==> src/rtl/axi4_lite_regbank.sv <==
// AXI4-Lite slave register bank: RW/RO word slots, byte strobes,
// per-register access pulses and SLVERR/DECERR responses.
module axi4_lite_regbank #(
  parameter logic [31:0]           C_BASEADDR         = 32'h4000_0000,
  parameter int                    C_S_AXI_ADDR_WIDTH = 32,
  parameter int                    C_S_AXI_DATA_WIDTH = 32,
  parameter int                    C_NUM_REGS         = 16,
  parameter logic [C_NUM_REGS-1:0] C_RO_MASK          = '0
) (
  input  logic                                     S_AXI_ACLK,
  input  logic                                     S_AXI_ARESETN,
  input  logic [C_S_AXI_ADDR_WIDTH-1:0]            S_AXI_AWADDR,
  input  logic                                     S_AXI_AWVALID,
  output logic                                     S_AXI_AWREADY,
  input  logic [C_S_AXI_DATA_WIDTH-1:0]            S_AXI_WDATA,
  input  logic [C_S_AXI_DATA_WIDTH/8-1:0]          S_AXI_WSTRB,
  input  logic                                     S_AXI_WVALID,
  output logic                                     S_AXI_WREADY,
  output logic [1:0]                               S_AXI_BRESP,
  output logic                                     S_AXI_BVALID,
  input  logic                                     S_AXI_BREADY,
  input  logic [C_S_AXI_ADDR_WIDTH-1:0]            S_AXI_ARADDR,
  input  logic                                     S_AXI_ARVALID,
  output logic                                     S_AXI_ARREADY,
  output logic [C_S_AXI_DATA_WIDTH-1:0]            S_AXI_RDATA,
  output logic [1:0]                               S_AXI_RRESP,
  output logic                                     S_AXI_RVALID,
  input  logic                                     S_AXI_RREADY,
  output logic [C_NUM_REGS*C_S_AXI_DATA_WIDTH-1:0] reg_out,
  input  logic [C_NUM_REGS*C_S_AXI_DATA_WIDTH-1:0] reg_in,
  output logic [C_NUM_REGS-1:0]                    wr_stb,
  output logic [C_NUM_REGS-1:0]                    rd_stb
);

  localparam int AW  = C_S_AXI_ADDR_WIDTH;
  localparam int DW  = C_S_AXI_DATA_WIDTH;
  localparam int NB  = DW / 8;
  localparam int LSB = $clog2(NB);
  localparam int IW  = $clog2(C_NUM_REGS);

  localparam logic [AW-1:0] BASE = AW'(C_BASEADDR);
  localparam logic [AW-1:0] SPAN = AW'(C_NUM_REGS * NB);

  localparam logic [1:0] OKAY   = 2'b00;
  localparam logic [1:0] SLVERR = 2'b10;
  localparam logic [1:0] DECERR = 2'b11;

  typedef enum logic {RD_IDLE, RD_RESP} rd_state_t;

  logic clk;
  logic rst_n;

  assign clk   = S_AXI_ACLK;
  assign rst_n = S_AXI_ARESETN;

  logic [DW-1:0] regs [C_NUM_REGS];

  // ---------------- write path ----------------
  logic                  aw_full;
  logic                  w_full;
  logic                  bvalid;
  logic [1:0]            bresp;
  logic [AW-1:0]         aw_addr;
  logic [DW-1:0]         w_data;
  logic [NB-1:0]         w_strb;
  logic [C_NUM_REGS-1:0] wr_pulse;

  logic [AW-1:0] aw_off;
  logic          aw_hit;
  logic [IW-1:0] aw_idx;
  logic          commit;

  // Negative offsets wrap to huge values, so one compare covers both ends
  assign aw_off = aw_addr - BASE;
  assign aw_hit = aw_off < SPAN;
  assign aw_idx = aw_off[LSB +: IW];
  assign commit = aw_full && w_full && !bvalid;

  assign S_AXI_AWREADY = !aw_full && !bvalid;
  assign S_AXI_WREADY  = !w_full && !bvalid;
  assign S_AXI_BVALID  = bvalid;
  assign S_AXI_BRESP   = bresp;
  assign wr_stb        = wr_pulse;

  always_ff @(posedge clk or negedge rst_n) begin
    if (!rst_n) begin
      aw_full  <= 1'b0;
      w_full   <= 1'b0;
      aw_addr  <= '0;
      w_data   <= '0;
      w_strb   <= '0;
      bvalid   <= 1'b0;
      bresp    <= OKAY;
      wr_pulse <= '0;
      for (int i = 0; i < C_NUM_REGS; i++) regs[i] <= '0;
    end else begin
      wr_pulse <= '0;
      if (S_AXI_AWVALID && S_AXI_AWREADY) begin
        aw_full <= 1'b1;
        aw_addr <= S_AXI_AWADDR;
      end
      if (S_AXI_WVALID && S_AXI_WREADY) begin
        w_full <= 1'b1;
        w_data <= S_AXI_WDATA;
        w_strb <= S_AXI_WSTRB;
      end
      if (bvalid && S_AXI_BREADY) begin
        bvalid  <= 1'b0;
        aw_full <= 1'b0;
        w_full  <= 1'b0;
      end
      if (commit) begin
        bvalid <= 1'b1;
        if (!aw_hit) begin
          bresp <= DECERR;
        end else if (C_RO_MASK[aw_idx]) begin
          bresp <= SLVERR;
        end else begin
          bresp            <= OKAY;
          wr_pulse[aw_idx] <= 1'b1;
          for (int b = 0; b < NB; b++) begin
            if (w_strb[b]) regs[aw_idx][b*8 +: 8] <= w_data[b*8 +: 8];
          end
        end
      end
    end
  end

  for (genvar i = 0; i < C_NUM_REGS; i++) begin : g_out
    assign reg_out[i*DW +: DW] = C_RO_MASK[i] ? '0 : regs[i];
  end

  // ---------------- read path ----------------
  rd_state_t             rd_state;
  rd_state_t             rd_next;
  logic [DW-1:0]         rdata;
  logic [1:0]            rresp;
  logic [C_NUM_REGS-1:0] rd_pulse;

  logic [AW-1:0] ar_off;
  logic          ar_hit;
  logic [IW-1:0] ar_idx;
  logic          ar_hs;
  logic [DW-1:0] rd_word;

  assign ar_off  = S_AXI_ARADDR - BASE;
  assign ar_hit  = ar_off < SPAN;
  assign ar_idx  = ar_off[LSB +: IW];
  assign ar_hs   = S_AXI_ARVALID && S_AXI_ARREADY;
  assign rd_word = C_RO_MASK[ar_idx] ? reg_in[int'(ar_idx)*DW +: DW]
                                     : regs[ar_idx];

  assign S_AXI_RDATA = rdata;
  assign S_AXI_RRESP = rresp;
  assign rd_stb      = rd_pulse;

  always_ff @(posedge clk or negedge rst_n) begin
    if (!rst_n) rd_state <= RD_IDLE;
    else        rd_state <= rd_next;
  end

  always_comb begin
    rd_next       = rd_state;
    S_AXI_ARREADY = 1'b0;
    S_AXI_RVALID  = 1'b0;
    unique case (rd_state)
      RD_IDLE: begin
        S_AXI_ARREADY = 1'b1;
        if (S_AXI_ARVALID) rd_next = RD_RESP;
      end
      RD_RESP: begin
        S_AXI_RVALID = 1'b1;
        if (S_AXI_RREADY) rd_next = RD_IDLE;
      end
      default: rd_next = RD_IDLE;
    endcase
  end

  // Captured only at the AR edge, so data holds while RREADY is low
  always_ff @(posedge clk or negedge rst_n) begin
    if (!rst_n) begin
      rdata    <= '0;
      rresp    <= OKAY;
      rd_pulse <= '0;
    end else begin
      rd_pulse <= '0;
      if (ar_hs) begin
        if (ar_hit) begin
          rdata            <= rd_word;
          rresp            <= OKAY;
          rd_pulse[ar_idx] <= 1'b1;
        end else begin
          rdata <= '0;
          rresp <= DECERR;
        end
      end
    end
  end

endmodule

==> config.mk <==
export PLATFORM = sky130hd
export DESIGN_NAME = axi4_lite_regbank
export DESIGN_NICKNAME = d
export VERILOG_FILES = /design/src/rtl/axi4_lite_regbank.sv
export SDC_FILE = /design/constraint.sdc
export NUM_CORES = 1
export LEC_CHECK = 0
export BUFFER_PORTS_ARGS = -buffer_cell sky130_fd_sc_hd__buf_4
export CORE_AREA = 2 2 472 474
export DETAILED_ROUTE_END_ITERATION = 12
export DIE_AREA = 0 0 474 476
export HOLD_SLACK_MARGIN = 0.03
export PLACE_DENSITY = 0.31
export SLEW_MARGIN = 25
export SYNTH_ARGS = -nofsm -noshare
export SYNTH_HDL_FRONTEND = slang
export SYNTH_SLANG_ARGS = --single-unit
==> constraint.sdc <==
create_clock -name S_AXI_ACLK -period 2.8 [get_ports S_AXI_ACLK]
set_clock_uncertainty 0.1 [all_clocks]
set_input_delay 0.28 -clock S_AXI_ACLK [delete_from_list [all_inputs] [get_ports S_AXI_ACLK]]
set_output_delay 0.28 -clock S_AXI_ACLK [all_outputs]
set_load 0.01 [all_outputs]
======== After elaboration in Yosys (flattened, before gate mapping) ========
Memories as Yosys holds them, arrays and structs flattened.
Cells that the tools add are included.
cells by class
  add/subtract/negate cells ............... 2
  order comparisons ....................... 9
  shifts and indexed selects .............. 1
  muxes and demuxes ....................... 55
  bitwise gates (word level) .............. 4
  reductions and logical operators ........ 18
operators by type and width
  kind                                                          count
  2-to-1 mux 512 bit                                            13
  bitwise mux 512 bit                                           4
  demux 32 bit (select 4 bit)                                   4
  variable part select 512 x 10 -> 32 bit                       1
  2-to-1 mux 32 bit                                             5
  binary-select mux 32 bit (select 4 bit)                       1
  2-to-1 mux 16 bit                                             6
  less-than comparator 32 x 7 -> 1 bit (second input constant)  2
  subtractor 32 x 31 -> 32 bit (second input constant)          2
  2-to-1 mux 24 bit                                             1
  2-to-1 mux 1 bit                                              14
  logical AND 1 bit                                             11
  >= comparator 5 bit (second input constant)                   2
  less-than comparator 4 x 5 -> 1 bit (second input constant)   2
  NOT 4 -> 5 bit                                                2
  demux 1 bit (select 4 bit)                                    2
  >= comparator 4 x 1 -> 1 bit (second input constant)          2
  2-to-1 mux 8 bit                                              1
  2-to-1 mux 2 bit                                              3
  nonzero test 2 bit                                            3
  less-than comparator 5 x 1 -> 1 bit (second input constant)   1
  logical NOT 1 bit                                             3
  AND reduction 3 bit                                           1
  NOT 1 bit                                                     2
  one-hot mux 1 bit (2 select lines)                            1
word-level totals
  bits in registers ....................... 652
  memory bits (read-only) ................. 32
  input bits .............................. 619
  output and inout bits ................... 585
  logic and storage cells ................. 119
  memories kept ........................... 2
memories
  name              words  width  rd ports  clocked after Yosys merged registers in  write ports  line  text
  (name not given)  16     1      1         0                                        0            150   assign rd_word = C_RO_MASK[ar_idx] ? reg_in[int'(ar_idx)*DW +: DW]
  (name not given)  16     1      1         0                                        0            116   end else if (C_RO_MASK[aw_idx]) begin

======== Logic depth before layout (Yosys ltp) ========
  depth after elaboration ................. 23
  mapped depth ............................ 7
  depth with buffers taken out ............ 4

======== Worst setup path before layout ========
OpenSTA, ideal clock, no wires.
  path kind ............................... reg2reg
  start point ............................. reg bvalid, in the netlist S_AXI_BVALID
  end point ............................... reg regs (netlist bit reg_out[64])
  setup time .............................. 125 ps
  arrival ................................. 2230 ps
  data required time ...................... 2575 ps
  slack ................................... 345 ps
  stages on the path, launching flop included .. 7
  path buffers ............................ 2
  period minus slack after synthesis ...... 2455 ps
  cells stage by stage .................... dfrtp_1 -> and3b_1 -> nand4_1 -> buf_4 -> buf_2 -> nor4_4 -> mux2_2
on the way
  cells in the longest elaborated chain, start to end .. 3
ends and longest elaborated chain
  item                                  line  text
  start: declaration                    61    logic bvalid;
  start signal: assignment              92    bvalid <= 1'b0;
  start signal: assignment              108   bvalid <= 1'b0;
  start signal: assignment              113   bvalid <= 1'b1;
  logical NOT 1 bit                     77    assign commit = aw_full && w_full && !bvalid;
  logical AND 1 bit                     77
  AND reduction 3 bit (no source line)  n/a
  end signal: indexed assignment        122   if (w_strb[b]) regs[aw_idx][b*8 +: 8] <= w_data[b*8 +: 8];
  end: declaration                      56    logic [DW-1:0] regs [C_NUM_REGS];
Every way passes these cells.
A chain may end at the register's enable or synchronous reset.

======== Worst setup path in the final report ========
  start point ............................. reg aw_addr[23]
  end point ............................... reg regs (netlist bit reg_out[383])
on the way
  cells in the longest elaborated chain, start to end .. 3
ends and longest elaborated chain
  item                                  line  text
  start: declaration                    63    logic [AW-1:0] aw_addr;
  start signal: assignment              89    aw_addr <= '0;
  start signal: assignment              100   aw_addr <= S_AXI_AWADDR;
  subtractor 32 x 31 -> 32 bit          74    assign aw_off = aw_addr - BASE;
  less-than comparator 32 x 7 -> 1 bit  75    assign aw_hit = aw_off < SPAN;
  AND reduction 3 bit (no source line)  n/a
Every way passes these cells.

==> results_dict.tcl <==
set metrics [dict create \
    pre_cts_ws_ns -0.0358 \
    antenna_found_initial 7 \
    fin_util_pct 19.9 \
    cts-root-buf "clkbuf_16" \
    peakVddDrop_mv 0.474 \
    critPathLaunchType "register" \
    cap_violations 0 \
    crit_path_start "aw_addr[23]$_DFFE_PN0P_" \
    fill_cells 23900 \
    route.detailed.drc 0 \
    area_growth_pct 50.2 \
    synth_top_family_by_area "multiplexers" \
    wl_met2_um 73300 \
    power_uw 26700 \
    synth_flop_cell "dfrtp_1" \
    dp.final_hpwl_um 124000 \
    io_pins 1204 \
    synth_xor_area_share_pct 0 \
    crit_chain "nor4b_4 > buf_4 > nand4_1 > buf_12 > buf_12 > nor4_4 > buf_4 > mux2_2" \
    row_count 173 \
    syn_avg_cell_area_um2 15.1 \
    rsz0062_at_grt "no" \
    met1_length_um 69500 \
    grt_pass1_vias 22800 \
    crit_slowest_cell "dfrtp_1" \
    cts_buffers 90 \
    grt-ovfl-total 0 \
    final_hold_viol_count 0 \
    slew_headroom_pct 38.5 \
    synth_mux_area_share_pct 32.1 \
    netlist_area_um2 29300 \
    gp_congestion 0.743 \
    top_layer "met4" \
    grt_use_total_pct 14.5 \
    async_flop_share_pct 100 \
    ant_nets 0 \
    dieHeight_um 476 \
    syn_nets 2554 \
    synth-seq-cells 648 \
    layout_setup_ws_ns 0.111 \
    status "finished clean" \
    synth_edf_count 0 \
    routed_wl_um 167000 \
    p_leak_uw 0.0210 \
    finalMaxSlewViolations 0 \
    netlist_instances 1935 \
    clkLatencyLatePin_ns 0.72 \
    synthSimpleGateAreaFrac_pct 7.81 \
    start_util_pct 13.3 \
    first_pass_iters 5 \
    final_nets 3461 \
    ys_warn_count 0 \
    critPathArrivalTime_ns 3.19 \
    core_region_area_um2 221000 \
    routed_via_density 3.62 \
    dieArea_um2 226000 \
    grt_pass1_wl_um 220000 \
    cts_sinks 648 \
    die_x_um 474 \
    synth_compound_area_share_pct 2.83 \
    cp.required_ns 3.30 \
    path_class "register to register" \
    drive_above_1_share_pct 61.6 \
    path_clk_slew_ns 0.06 \
    post-route-period-util_pct 96.0 \
    drtIter0Drc 987 \
    cp_max_fo 11 \
    yosysSeqAreaShare_pct 55.3 \
    h-tree-depth 3 \
    end_kind "register" \
    ys_types 41 \
    cts_buffer_depth 3 \
    hp-class "primary input to async pin" \
    period_needed_ns 2.69 \
    power_density_nw_per_um2 606 \
    max_stage_delay_ns 0.40 \
    io_buffers 687 \
    met3_length_um 20300 \
    synthAdderAreaFrac_pct 0 \
    tightest_slew_ns 0.923 \
    fmax_mhz 372 \
    via_count 21300 \
    tritoncts "built" \
    post_drt_wl_per_cell_um 28.3 \
    r2r-start "aw_addr[23]$_DFFE_PN0P_" \
    setup_viol 0 \
    grt_max_degree 58 \
]
cell usage in the layout (no fill, tap or decap), types with 3 or more instances in the layout:
cell type / instances
a221o_1: 32
clkbuf_8: 23
mux2i_1: 64
clkbuf_1: 23
mux2_2: 613
mux4_2: 64
nand3b_1: 3
dfrtp_1: 648
inv_1: 3
nor3_2: 7
nand4_1: 5
buf_4: 774
buf_12: 93
mux2_4: 24
nand2b_1: 5
dlygate4sd3_1: 75
diode_2: 5
o41ai_1: 32
nand2b_4: 3
mux2_1: 5
nor4_2: 4
nand3_1: 10
nor4_4: 55
or3_1: 4
nor2_1: 80
nor4_1: 15
clkinv_2: 12
clkbuf_16: 91
nand2_1: 58
nor3_1: 12
nand2b_2: 3
bufinv_16: 4
o22ai_1: 32
state kept, by name (all words and copies together), names as in the netlist:
name and flops:
rd_state 1, S_AXI_RRESP 1, wr_stb 16, w_data 32, reg_out 512, aw_addr 30, S_AXI_BRESP 1, rd_stb 16
aw_full 1, S_AXI_RDATA 32, w_full 1, w_strb 4, S_AXI_BVALID 1
stage by stage:
step	hold WS (ns)	TNS, ns	instances	instance area, um^2
2_1_floorplan	-0.116	0	1935	29300
3_3_place_gp	0.317	-0.0185	5642	40200
3_5_place_dp	0.315	-0.163	5642	40200
4_1_cts	0.0637	0	5875	43900
5_1_grt	0.0851	0	5887	44000
6_report	0.107	0	5888	44000
worst paths after layout:
path | cells past startpoint | endpoint | slack, ns
setup / recovery | 8 | reg_out[383]$_DFFE_PN0P_ | 0.11
hold / removal | 2 | reg_out[172]$_DFFE_PN0P_ | 0.11
setup reg to reg | 8 | reg_out[383]$_DFFE_PN0P_ | 0.11
hold reg to reg | 2 | S_AXI_RDATA[8]$_DFFE_PN0P_ | 0.38
max in group asynchronous | 3 | reg_out[250]$_DFFE_PN0P_ | 1.54
min in group S_AXI_ACLK | 4 | S_AXI_RDATA[27]$_DFFE_PN0P_ | 0.17
worst max-delay path, delay by kind of cell, from the launching register on:
kind	cells	cell delay, ns
AND/OR/NAND/NOR	3	0.88
buffers and inverters	4	0.83
flip-flops	1	0.40
multiplexers	1	0.34
logic make-up after synthesis:
kind of cell,after synthesis
mux,770
flops,648
simple gates,283
buf+inv,134
compound gates,100
layout make-up:
| cell class | count | area, um^2 | area share, % |
|---|---|---|---|
| antenna | 5 | 12.5 | 0.0284 |
| timing repair buffer | 946 | 8480 | 19.3 |
| multi-input combinational | 1153 | 12600 | 28.7 |
| tap | 2975 | 3720 | 8.46 |
| clock buffer | 137 | 2680 | 6.09 |
| inverter | 3 | 11.3 | 0.0256 |
| sequential | 648 | 16200 | 36.9 |
| clock inverter | 21 | 262 | 0.594 |
what timing repair did:
item                                   in CTS  in global routing
pin swaps                                   2                  2
endpoints found under the hold margin     208                  0
setup endpoints to repair                  12                 78
hold buffers                               75                  0
setup buffers                               0                  8
resized for setup                           2                  3
cloned                                      0                  0
routing by layer:
metal | track usage [%] | vias to the layer above
met5 | 0 | -
met2 | 22.1 | 715
met4 | 3.34 | 0
met1 | 17.6 | 11400
met3 | 8.01 | 142
li1 | - | 9105
synth_stat cells (3+ instances only):
| master | number | area share [%] |
|---|---|---|
| dfrtp_1 | 648 | 55 |
| mux2_2 | 613 | 24 |
| nor2_1 | 82 | 1.1 |
| mux2i_1 | 64 | 2.2 |
| mux4_2 | 64 | 4.9 |
| clkbuf_1 | 60 | 0.77 |
| nand2_1 | 58 | 0.74 |
| nor4_4 | 55 | 4.0 |
| buf_1 | 44 | 0.56 |
| a221o_1 | 32 | 1.1 |
| o22ai_1 | 32 | 0.68 |
| o41ai_1 | 32 | 0.96 |
| mux2_4 | 24 | 1.2 |
| buf_2 | 19 | 0.32 |
| nor4_1 | 17 | 0.36 |
| nor3_1 | 13 | 0.22 |
| nand2b_1 | 11 | 0.23 |
| nand3_1 | 11 | 0.19 |
| nor3_2 | 8 | 0.27 |
| buf_4 | 6 | 0.15 |
| mux2_1 | 5 | 0.19 |
| nand4_1 | 5 | 0.11 |
| nor2b_1 | 4 | 0.085 |
| or3_1 | 4 | 0.085 |
| inv_1 | 3 | 0.038 |
| nand3b_1 | 3 | 0.077 |
power by group:
group	leakage, uW	switching [uW]	internal (uW)
Combinational	0.0107	1990	1320
Clock	0.00145	4780	6940
Sequential	0.00890	1780	9860
Total	0.0210	8550	18100
No activity file was read; power rests on OpenSTA's default activity.
